`src/rtl/hazard_ctrl_if.sv`:
```
// Signal bundle between the five-stage pipeline datapath and hazard_ctrl.
// The slave side is the hazard controller; the master side is the pipeline.
interface hazard_ctrl_if #(
  parameter int RWIDTH = 5,
  parameter int CWIDTH = 16
);
  logic              d_valid_i;
  logic [RWIDTH-1:0] d_rs1_i;
  logic [RWIDTH-1:0] d_rs2_i;
  logic              d_uses_rs1_i;
  logic              d_uses_rs2_i;
  logic [RWIDTH-1:0] d_rd_i;
  logic              d_regwren_i;
  logic              d_memren_i;
  logic              d_memwren_i;
  logic              e_br_taken_i;
  logic              dmem_ready_i;

  logic              f_stall_o;
  logic              d_stall_o;
  logic              d_flush_o;
  logic              e_bubble_o;
  logic              m_stall_o;
  logic [1:0]        fwd_a_o;
  logic [1:0]        fwd_b_o;
  logic              e_valid_o;
  logic              m_valid_o;
  logic              w_valid_o;
  logic [CWIDTH-1:0] stall_cnt_o;
  logic [CWIDTH-1:0] flush_cnt_o;

  modport slave (
    input  d_valid_i, d_rs1_i, d_rs2_i, d_uses_rs1_i, d_uses_rs2_i, d_rd_i,
           d_regwren_i, d_memren_i, d_memwren_i, e_br_taken_i, dmem_ready_i,
    output f_stall_o, d_stall_o, d_flush_o, e_bubble_o, m_stall_o,
           fwd_a_o, fwd_b_o, e_valid_o, m_valid_o, w_valid_o,
           stall_cnt_o, flush_cnt_o
  );

  modport master (
    output d_valid_i, d_rs1_i, d_rs2_i, d_uses_rs1_i, d_uses_rs2_i, d_rd_i,
           d_regwren_i, d_memren_i, d_memwren_i, e_br_taken_i, dmem_ready_i,
    input  f_stall_o, d_stall_o, d_flush_o, e_bubble_o, m_stall_o,
           fwd_a_o, fwd_b_o, e_valid_o, m_valid_o, w_valid_o,
           stall_cnt_o, flush_cnt_o
  );
endinterface

```
`src/rtl/hazard_ctrl.sv`:
```
// Hazard controller for the F/D/E/M/W pipeline: tracks in-flight register tags,
// produces forwarding selects, load-use/memory-wait stalls and branch flushes.
module hazard_ctrl #(
  parameter int RWIDTH = 5,
  parameter int CWIDTH = 16,
  parameter bit FWD_WB = 1'b1
) (
  input logic         clk,
  input logic         reset,
  hazard_ctrl_if.slave hz
);

  typedef struct packed {
    logic              valid;
    logic [RWIDTH-1:0] rs1;
    logic [RWIDTH-1:0] rs2;
    logic              uses1;
    logic              uses2;
    logic [RWIDTH-1:0] rd;
    logic              regwren;
    logic              memren;
    logic              memwren;
  } e_shadow_t;

  typedef struct packed {
    logic              valid;
    logic [RWIDTH-1:0] rd;
    logic              regwren;
    logic              memren;
    logic              memwren;
  } mw_shadow_t;

  e_shadow_t         e_q, e_d;
  mw_shadow_t        m_q, m_d, w_q, w_d;
  logic [CWIDTH-1:0] stall_cnt_q, stall_cnt_d;
  logic [CWIDTH-1:0] flush_cnt_q, flush_cnt_d;

  logic mem_wait, branch, load_use, d_hits_e, f_stall;
  logic w_unused;

  // Memory wait outranks the branch, which outranks load-use.
  assign mem_wait = m_q.valid & (m_q.memren | m_q.memwren) & ~hz.dmem_ready_i;
  assign branch   = e_q.valid & hz.e_br_taken_i & ~mem_wait;
  assign d_hits_e = (hz.d_uses_rs1_i & (hz.d_rs1_i == e_q.rd)) |
                    (hz.d_uses_rs2_i & (hz.d_rs2_i == e_q.rd));
  assign load_use = e_q.valid & e_q.memren & (e_q.rd != '0) & hz.d_valid_i &
                    d_hits_e & ~mem_wait & ~branch;
  assign f_stall  = mem_wait | load_use;

  // A load in M never forwards: the load-use bubble always puts it in W first.
  function automatic logic [1:0] fwd_sel(input logic e_valid, input logic uses,
                                         input logic [RWIDTH-1:0] rs,
                                         input mw_shadow_t m, input mw_shadow_t w);
    fwd_sel = 2'b00;
    if (e_valid && uses && rs != '0) begin
      if (m.valid && m.regwren && !m.memren && m.rd == rs)
        fwd_sel = 2'b01;
      else if (FWD_WB && w.valid && w.regwren && w.rd == rs)
        fwd_sel = 2'b10;
    end
  endfunction

  assign hz.f_stall_o   = f_stall;
  assign hz.d_stall_o   = f_stall;
  assign hz.d_flush_o   = branch;
  assign hz.e_bubble_o  = branch | load_use;
  assign hz.m_stall_o   = mem_wait;
  assign hz.fwd_a_o     = fwd_sel(e_q.valid, e_q.uses1, e_q.rs1, m_q, w_q);
  assign hz.fwd_b_o     = fwd_sel(e_q.valid, e_q.uses2, e_q.rs2, m_q, w_q);
  assign hz.e_valid_o   = e_q.valid;
  assign hz.m_valid_o   = m_q.valid;
  assign hz.w_valid_o   = w_q.valid;
  assign hz.stall_cnt_o = stall_cnt_q;
  assign hz.flush_cnt_o = flush_cnt_q;

  // W memory-access flags are tracked for completeness but drive no decision.
  assign w_unused = w_q.memren ^ w_q.memwren;

  always_comb begin
    // NOTE: every next-state signal gets its hold value first so no path can infer a latch.
    e_d         = e_q;
    m_d         = m_q;
    w_d         = w_q;
    stall_cnt_d = stall_cnt_q;
    flush_cnt_d = flush_cnt_q;

    if (mem_wait) begin
      w_d = '0;
    end else begin
      w_d         = m_q;
      m_d.valid   = e_q.valid;
      m_d.rd      = e_q.rd;
      m_d.regwren = e_q.regwren;
      m_d.memren  = e_q.memren;
      m_d.memwren = e_q.memwren;
      if (branch || load_use) begin
        e_d = '0;
      end else begin
        e_d.valid   = hz.d_valid_i;
        e_d.rs1     = hz.d_rs1_i;
        e_d.rs2     = hz.d_rs2_i;
        e_d.uses1   = hz.d_uses_rs1_i;
        e_d.uses2   = hz.d_uses_rs2_i;
        e_d.rd      = hz.d_rd_i;
        e_d.regwren = hz.d_regwren_i;
        e_d.memren  = hz.d_memren_i;
        e_d.memwren = hz.d_memwren_i;
      end
    end

    if (f_stall && stall_cnt_q != '1) stall_cnt_d = stall_cnt_q + 1'b1;
    if (branch && flush_cnt_q != '1)  flush_cnt_d = flush_cnt_q + 1'b1;
  end

  always_ff @(posedge clk) begin
    // NOTE: state is updated with non-blocking assignments so every register samples pre-edge values.
    if (reset) begin
      e_q         <= '0;
      m_q         <= '0;
      w_q         <= '0;
      stall_cnt_q <= '0;
      flush_cnt_q <= '0;
    end else begin
      e_q         <= e_d;
      m_q         <= m_d;
      w_q         <= w_d;
      stall_cnt_q <= stall_cnt_d;
      flush_cnt_q <= flush_cnt_d;
    end
  end

endmodule
```
`src/flat_wrapper.sv`:
```
// flat-port wrapper written by rule: the top's interface ports become plain ports
module hazard_ctrl_flat 
#(
  parameter int RWIDTH = 5,
  parameter int CWIDTH = 16,
  parameter bit FWD_WB = 1'b1
)
  (clk, reset, hz_d_valid_i, hz_d_rs1_i, hz_d_rs2_i, hz_d_uses_rs1_i, hz_d_uses_rs2_i, hz_d_rd_i, hz_d_regwren_i, hz_d_memren_i, hz_d_memwren_i, hz_e_br_taken_i, hz_dmem_ready_i, hz_f_stall_o, hz_d_stall_o, hz_d_flush_o, hz_e_bubble_o, hz_m_stall_o, hz_fwd_a_o, hz_fwd_b_o, hz_e_valid_o, hz_m_valid_o, hz_w_valid_o, hz_stall_cnt_o, hz_flush_cnt_o);
  hazard_ctrl_if #(.RWIDTH(RWIDTH), .CWIDTH(CWIDTH)) hz_i ();
  input logic clk;
  input logic reset;
  input wire logic [$bits(hz_i.d_valid_i)-1:0] hz_d_valid_i;
  input wire logic [$bits(hz_i.d_rs1_i)-1:0] hz_d_rs1_i;
  input wire logic [$bits(hz_i.d_rs2_i)-1:0] hz_d_rs2_i;
  input wire logic [$bits(hz_i.d_uses_rs1_i)-1:0] hz_d_uses_rs1_i;
  input wire logic [$bits(hz_i.d_uses_rs2_i)-1:0] hz_d_uses_rs2_i;
  input wire logic [$bits(hz_i.d_rd_i)-1:0] hz_d_rd_i;
  input wire logic [$bits(hz_i.d_regwren_i)-1:0] hz_d_regwren_i;
  input wire logic [$bits(hz_i.d_memren_i)-1:0] hz_d_memren_i;
  input wire logic [$bits(hz_i.d_memwren_i)-1:0] hz_d_memwren_i;
  input wire logic [$bits(hz_i.e_br_taken_i)-1:0] hz_e_br_taken_i;
  input wire logic [$bits(hz_i.dmem_ready_i)-1:0] hz_dmem_ready_i;
  output wire logic [$bits(hz_i.f_stall_o)-1:0] hz_f_stall_o;
  output wire logic [$bits(hz_i.d_stall_o)-1:0] hz_d_stall_o;
  output wire logic [$bits(hz_i.d_flush_o)-1:0] hz_d_flush_o;
  output wire logic [$bits(hz_i.e_bubble_o)-1:0] hz_e_bubble_o;
  output wire logic [$bits(hz_i.m_stall_o)-1:0] hz_m_stall_o;
  output wire logic [$bits(hz_i.fwd_a_o)-1:0] hz_fwd_a_o;
  output wire logic [$bits(hz_i.fwd_b_o)-1:0] hz_fwd_b_o;
  output wire logic [$bits(hz_i.e_valid_o)-1:0] hz_e_valid_o;
  output wire logic [$bits(hz_i.m_valid_o)-1:0] hz_m_valid_o;
  output wire logic [$bits(hz_i.w_valid_o)-1:0] hz_w_valid_o;
  output wire logic [$bits(hz_i.stall_cnt_o)-1:0] hz_stall_cnt_o;
  output wire logic [$bits(hz_i.flush_cnt_o)-1:0] hz_flush_cnt_o;
  assign hz_i.d_valid_i = hz_d_valid_i;
  assign hz_i.d_rs1_i = hz_d_rs1_i;
  assign hz_i.d_rs2_i = hz_d_rs2_i;
  assign hz_i.d_uses_rs1_i = hz_d_uses_rs1_i;
  assign hz_i.d_uses_rs2_i = hz_d_uses_rs2_i;
  assign hz_i.d_rd_i = hz_d_rd_i;
  assign hz_i.d_regwren_i = hz_d_regwren_i;
  assign hz_i.d_memren_i = hz_d_memren_i;
  assign hz_i.d_memwren_i = hz_d_memwren_i;
  assign hz_i.e_br_taken_i = hz_e_br_taken_i;
  assign hz_i.dmem_ready_i = hz_dmem_ready_i;
  assign hz_f_stall_o = hz_i.f_stall_o;
  assign hz_d_stall_o = hz_i.d_stall_o;
  assign hz_d_flush_o = hz_i.d_flush_o;
  assign hz_e_bubble_o = hz_i.e_bubble_o;
  assign hz_m_stall_o = hz_i.m_stall_o;
  assign hz_fwd_a_o = hz_i.fwd_a_o;
  assign hz_fwd_b_o = hz_i.fwd_b_o;
  assign hz_e_valid_o = hz_i.e_valid_o;
  assign hz_m_valid_o = hz_i.m_valid_o;
  assign hz_w_valid_o = hz_i.w_valid_o;
  assign hz_stall_cnt_o = hz_i.stall_cnt_o;
  assign hz_flush_cnt_o = hz_i.flush_cnt_o;
  hazard_ctrl #(.RWIDTH(RWIDTH), .CWIDTH(CWIDTH), .FWD_WB(FWD_WB)) u_core (.clk(clk), .reset(reset), .hz(hz_i));
endmodule
```
`config.mk`:
```
export PLATFORM = sky130hd
export DESIGN_NAME = hazard_ctrl_flat
export DESIGN_NICKNAME = d
export VERILOG_FILES = /design/src/rtl/hazard_ctrl_if.sv /design/src/rtl/hazard_ctrl.sv /design/src/flat_wrapper.sv
export SDC_FILE = /design/constraint.sdc
export NUM_CORES = 1
export LEC_CHECK = 0
export CAP_MARGIN = 20
export CORE_MARGIN = 3
export CORE_UTILIZATION = 35
export CTS_CLUSTER_SIZE = 28
export DETAILED_ROUTE_END_ITERATION = 10
export GPL_TIMING_DRIVEN = 0
export PLACE_DENSITY_LB_ADDON = 0.12
export SYNTH_ARGS = -nofsm -noshare
export SYNTH_HDL_FRONTEND = slang
export SYNTH_SLANG_ARGS = --single-unit
```
`constraint.sdc`:
```
create_clock -name clk -period 2.8 [get_ports clk]
set_input_delay 0.56 -clock clk [delete_from_list [all_inputs] [get_ports clk]]
set_output_delay 0.56 -clock clk [all_outputs]
set_load 0.05 [all_outputs]
```
After elaboration in Yosys (flattened, before gate mapping). Cells that the tools add are included.

Logic and storage cells: 74. Bits in writable memories: 0. Output and inout port bits: 44. Bits in registers: 69. Input bits: 25. Bits in latches: 0. Memories kept: 0. Bits in read-only memories: 0.

Reduce and logical (&&, ||, !) cells: 19. Bitwise gates (word level): 19. Add/subtract/negate cells: 2. Order comparisons: 0. Shift operators: 0. Mux-type cells: 7. Multiply operators: 0. Equal/unequal tests: 8. Div/mod/pow operators: 0.

Operators by type and width (number): 16-bit by 1-bit adder with 16-bit output (second input constant) (2); 16-bit != test (second input constant) (2); 5-bit == test (6); 21-bit two-way mux (1); 5-bit nonzero test (3); 1-bit logical AND (13); 1-bit bitwise AND (12); 2-bit two-way mux (6); 1-bit bitwise OR (4); 1-bit NOT (3); 2-bit OR reduction (1); 1-bit logical NOT (1); 1-bit logical OR (1).

Depth between registers and ports, before layout.
Depth in word-level cells: 9. Depth in mapped cells: 8. Gate-level depth less buffers: 7.

Worst setup path before layout. Ideal clock, no wire load.

Kind: register to output. Start point: register u_core.e_q, in the netlist u_core.hz.e_valid_o. End point: output port hz_fwd_a_o[1]. Stages on the path, launching flop included: 3. Required time: 2.240 ns. Setup slack: -0.411 ns. Buffers on the path: 0. Data arrival time: 2.651 ns. Path through: dfxtp_1 o211ai_1 nor4b_1.

Longest elaborated chain between the ends: 3.

RTL lines: start, declared (RTL line hazard_ctrl.sv:33) `e_shadow_t e_q, e_d;`; start signal, assigned (RTL line hazard_ctrl.sv:118) `e_q <= '0;`; start signal, assigned (RTL line hazard_ctrl.sv:124) `e_q <= e_d;`; 1-bit logical AND (2 in a row) (RTL line hazard_ctrl.sv:55) `if (e_valid && uses && rs != '0) begin`; 2-bit two-way mux (RTL line hazard_ctrl.sv:55); end, declared (RTL line flat_wrapper.sv:28) `output wire logic [$bits(hz_i.fwd_a_o)-1:0] hz_fwd_a_o;`.

No other way between the ends.

Final worst setup path.
Start point: input port hz_d_rs1_i[2]. End point: output port hz_f_stall_o.

Longest elaborated chain between the ends: 7.

RTL lines: start, declared (RTL line flat_wrapper.sv:13) `input wire logic [$bits(hz_i.d_rs1_i)-1:0] hz_d_rs1_i;`; 5-bit == test (RTL line hazard_ctrl.sv:44) `assign d_hits_e = (hz.d_uses_rs1_i & (hz.d_rs1_i == e_q.rd)) |`; 1-bit bitwise AND (RTL line hazard_ctrl.sv:44); 1-bit bitwise OR (RTL line hazard_ctrl.sv:44); 1-bit bitwise AND (RTL line hazard_ctrl.sv:46) `assign load_use = e_q.valid & e_q.memren & (e_q.rd != '0) & hz.d_valid_i &`; 1-bit bitwise AND (2 in a row) (RTL line hazard_ctrl.sv:47) `d_hits_e & ~mem_wait & ~branch;`; 1-bit bitwise OR (RTL line hazard_ctrl.sv:48) `assign f_stall = mem_wait | load_use;`; end, declared (RTL line flat_wrapper.sv:23) `output wire logic [$bits(hz_i.f_stall_o)-1:0] hz_f_stall_o;`.

No other way between the ends.

==> metrics <==
Final GP Congestion=0.847; register bit count reported by yosys=between 60 and 70; die outline area=~0.01 mm^2; R2R Path End=u_core.hz.stall_cnt_o[10]$_SDFFE_PP0P_; I/O pin total=just under 70; status=completed; combined buffer and inverter count along the critical path=4; overall power after layout=roughly 0.0022 W; max_slew headroom=58.4%; via count of the first global-routing pass=about 2700; Critical Path AT=between 2 and 2.5 ns; count of flip-flops with a built-in enable after synthesis=0; mean number of vias per cell=about 5.2; share of layout cells above drive strength 1=about 11%; Worst Path Max Fanout=5; sequential fraction of the synthesis area=between 40% and 50%; clk buf depth=2; static leakage=1.68 nW; Post-Place Cells=524; count of yosys warnings during synthesis=0; ranking of synthesized cells by area=dfxtp_1 44%, a22o_1 5.5%, xnor2_1 5.2%; hold_buf cts=0; post-route antenna net violation count=0; endpoint of the worst hold-timing path=u_core.m_q[2]$_SDFFE_PP0N_; most frequently used cell type in the post-synthesis netlist=dfxtp_1; number of max-capacitance violations reported=0; Peak Freq=366 MHz; power per cell area=515 mW/mm^2; Initial Utilization=36.2%; first-pass GRT wire length=roughly 13000 um; worst reg2reg path depth=8; synthesized area per cell=just over 9 um^2; CTS Sinks=69; number of vias in the routed layout=roughly 2800; global route overflow=0; path type of the worst min-delay path=reg2reg; ratio of final minimum period to clock period=97.6%; RR Startpoint=u_core.e_q[3]$_SDFFE_PP0N_; Worst-path clk slew=0.07 ns; net count of the mapped netlist=approximately 380; family with the most delay on the worst path=buffers and inverters; Buffers on Ports=about 70; floorplan die width=between 100 and 150 um; DR WL/cell=15.1 um; nature of the critical path startpoint=input port; kind of end point of the critical path=primary output; number of buffers created by CTS=9; final hold vios=0; Inserted Diodes=0; share of Yosys cell area claimed by the top area cell type=43.5%; Root Driver=clkbuf_8; cell with the largest stage delay on the worst path=clkdlybuf4s50_1; library cell with the largest summed area after synthesis=dfxtp_1; placement-stage cell area=approximately 0.004 mm^2; async set-or-reset flop fraction in the synthesized netlist=0%; cells after synthesis=~350; prevailing post-synth register cell=dfxtp_1; Residual DRC=0; Placement Setup Slack=-0.945 ns; Non-Filler Cell Area, Final=between 0.004 and 0.005 mm^2; crit path cell chain=clkdlybuf4s50_1, xnor2_1, and2_1, a32oi_2, o31a_4, inv_6, buf_4, buf_8; H-Tree Depth=3; drt initial violations=150; Final Setup Violations=0; synthesized cell area=~0.0032 mm^2; layout overhead on the synthesized area=36.3%; Crit Path Category=in2out; Max Transition Viols Final=0; Reg2Reg Setup Slack=0.37 ns; ranking of synthesized cells by instance count=69 x dfxtp_1, 28 x nand2_1, 25 x a21oi_1, 23 x nor2_1, 20 x a22o_1; Non-Filler Instances=544; WL final=8230 um; length of the first detailed-routing pass in iterations=4; Chip Height=~100 um; number of rows created at floorplan=34; pin slew with the least headroom to its limit=0.621 ns; crit path time final=2.73 ns; clock tree from TritonCTS=built; DPL Wire Length=6150 um; worst vdd ir=between 200 and 250 uV; hold path depth=2; initial antenna violation count=0; smallest setup slack after layout=0.0671 ns; core region area=0.00876 mm^2; setup clock skew after layout=~0.0089 ns; Critical Path Max Stage Delay=just over 0.5 ns; number of nets in the layout=458; Cell variety after synth=43; clock latency of the later-clocked register in the worst-skew pair=about 0.34 ns; pin count of the biggest net entering global routing=13; hold wc startpoint=u_core.m_q[2]$_SDFFE_PP0N_; GRT Overall Usage=between 10% and 20%; worst path required time=2.24 ns; setup tns final=0 ns
sequential cells by signal, indices dropped and copies added (netlist names):
name	cells
u_core.hz.m_valid_o	1
u_core.hz.w_valid_o	1
u_core.m_q	8
u_core.e_q	20
u_core.hz.stall_cnt_o	16
u_core.hz.flush_cnt_o	16
u_core.hz.e_valid_o	1
u_core.w_q	6
metrics by stage:
step                hold WS (ns)  utilization [%]
floorplan                  0.437                -
global placement           0.449             45.7
detailed placement         0.460             45.7
CTS                        0.470             48.8
global route               0.489             49.4
finish                     0.468             49.4
report_power, final:
| part | switching (W) | internal, W | leakage, nW | total, W |
|---|---|---|---|---|
| combinational | 0.0000892 | 0.0000919 | 1.00 | 0.000181 |
| clock | 0.000384 | 0.000614 | 0.119 | 0.000998 |
| sequential | 0.0000395 | 0.00101 | 0.563 | 0.00105 |
| total | 0.000512 | 0.00172 | 1.68 | 0.00223 |
timing repair:
| item | 4_1_cts | 5_1_grt |
|---|---|---|
| endpoints found under the setup margin | 8 | 5 |
| setup buffers | 2 | 2 |
| gates resized for setup | 34 | 13 |
| pin swaps | 4 | 4 |
| endpoints found under the hold margin | 0 | 0 |
cell type report:
type                    count  area [um^2]
multi-input cells         262         1740
clock inverters             6          110
inverters                   2         12.5
plain buffers              15         77.6
repair buffers             72          732
fillers                   868         4440
flip-flops and latches     69         1380
well taps                 108          135
clock buffers              10          138
metal layers:
layer,vias to the layer above,GRT usage (%),wire [um]
met4,0,4.91,104
met2,68,25.3,3770
met1,1338,22.4,3980
li1,1426,-,-
met3,11,4.55,370
met5,-,0,0
worst min-delay path, stage by stage, from the launching register on:
cell and delay (ns):
dfxtp_1 0.32, nand2_1 0.06, a21oi_1 0.05
cells in the final DEF (no fill, tap or decap), types with 10 or more instances in the layout:
cell,netlist,layout
a21oi_1,25,25
a22o_1,20,20
and2_1,11,11
clkbuf_1,10,10
clkbuf_8,0,10
clkdlybuf4s50_1,0,51
dfxtp_1,69,68
nand2_1,28,28
nand3_1,15,15
nand4_1,12,12
nor2_1,23,23
o21ai_0,15,15
or3_1,15,15
xnor2_1,19,19
xor2_1,19,19
worst max-delay path by stage:
stage	start	end	slack, ns	depth (start not counted)
2_1_floorplan	hz_d_rs2_i[2]	hz_f_stall_o	0.06	6
3_3_place_gp	hz_d_rs2_i[2]	hz_f_stall_o	-0.95	8
3_5_place_dp	hz_d_rs2_i[2]	hz_f_stall_o	-0.95	8
4_1_cts	hz_d_rs1_i[4]	hz_f_stall_o	-0.06	8
5_1_grt	hz_d_rs2_i[0]	hz_f_stall_o	-0.005	8
6_report	hz_d_rs1_i[2]	hz_f_stall_o	0.07	8
logic make-up after synthesis:
kind of cell | share of synthesized area, %
AO/OA/AOI/OAI | 15.6
XOR/XNOR | 10.5
adder cells (fa/ha/maj) | 0.788
buffers and inverters | 2.68
flip-flops | 43.5
multiplexers | 2.40
AND/OR/NAND/NOR | 24.6
(Power assumes the default switching activity.)
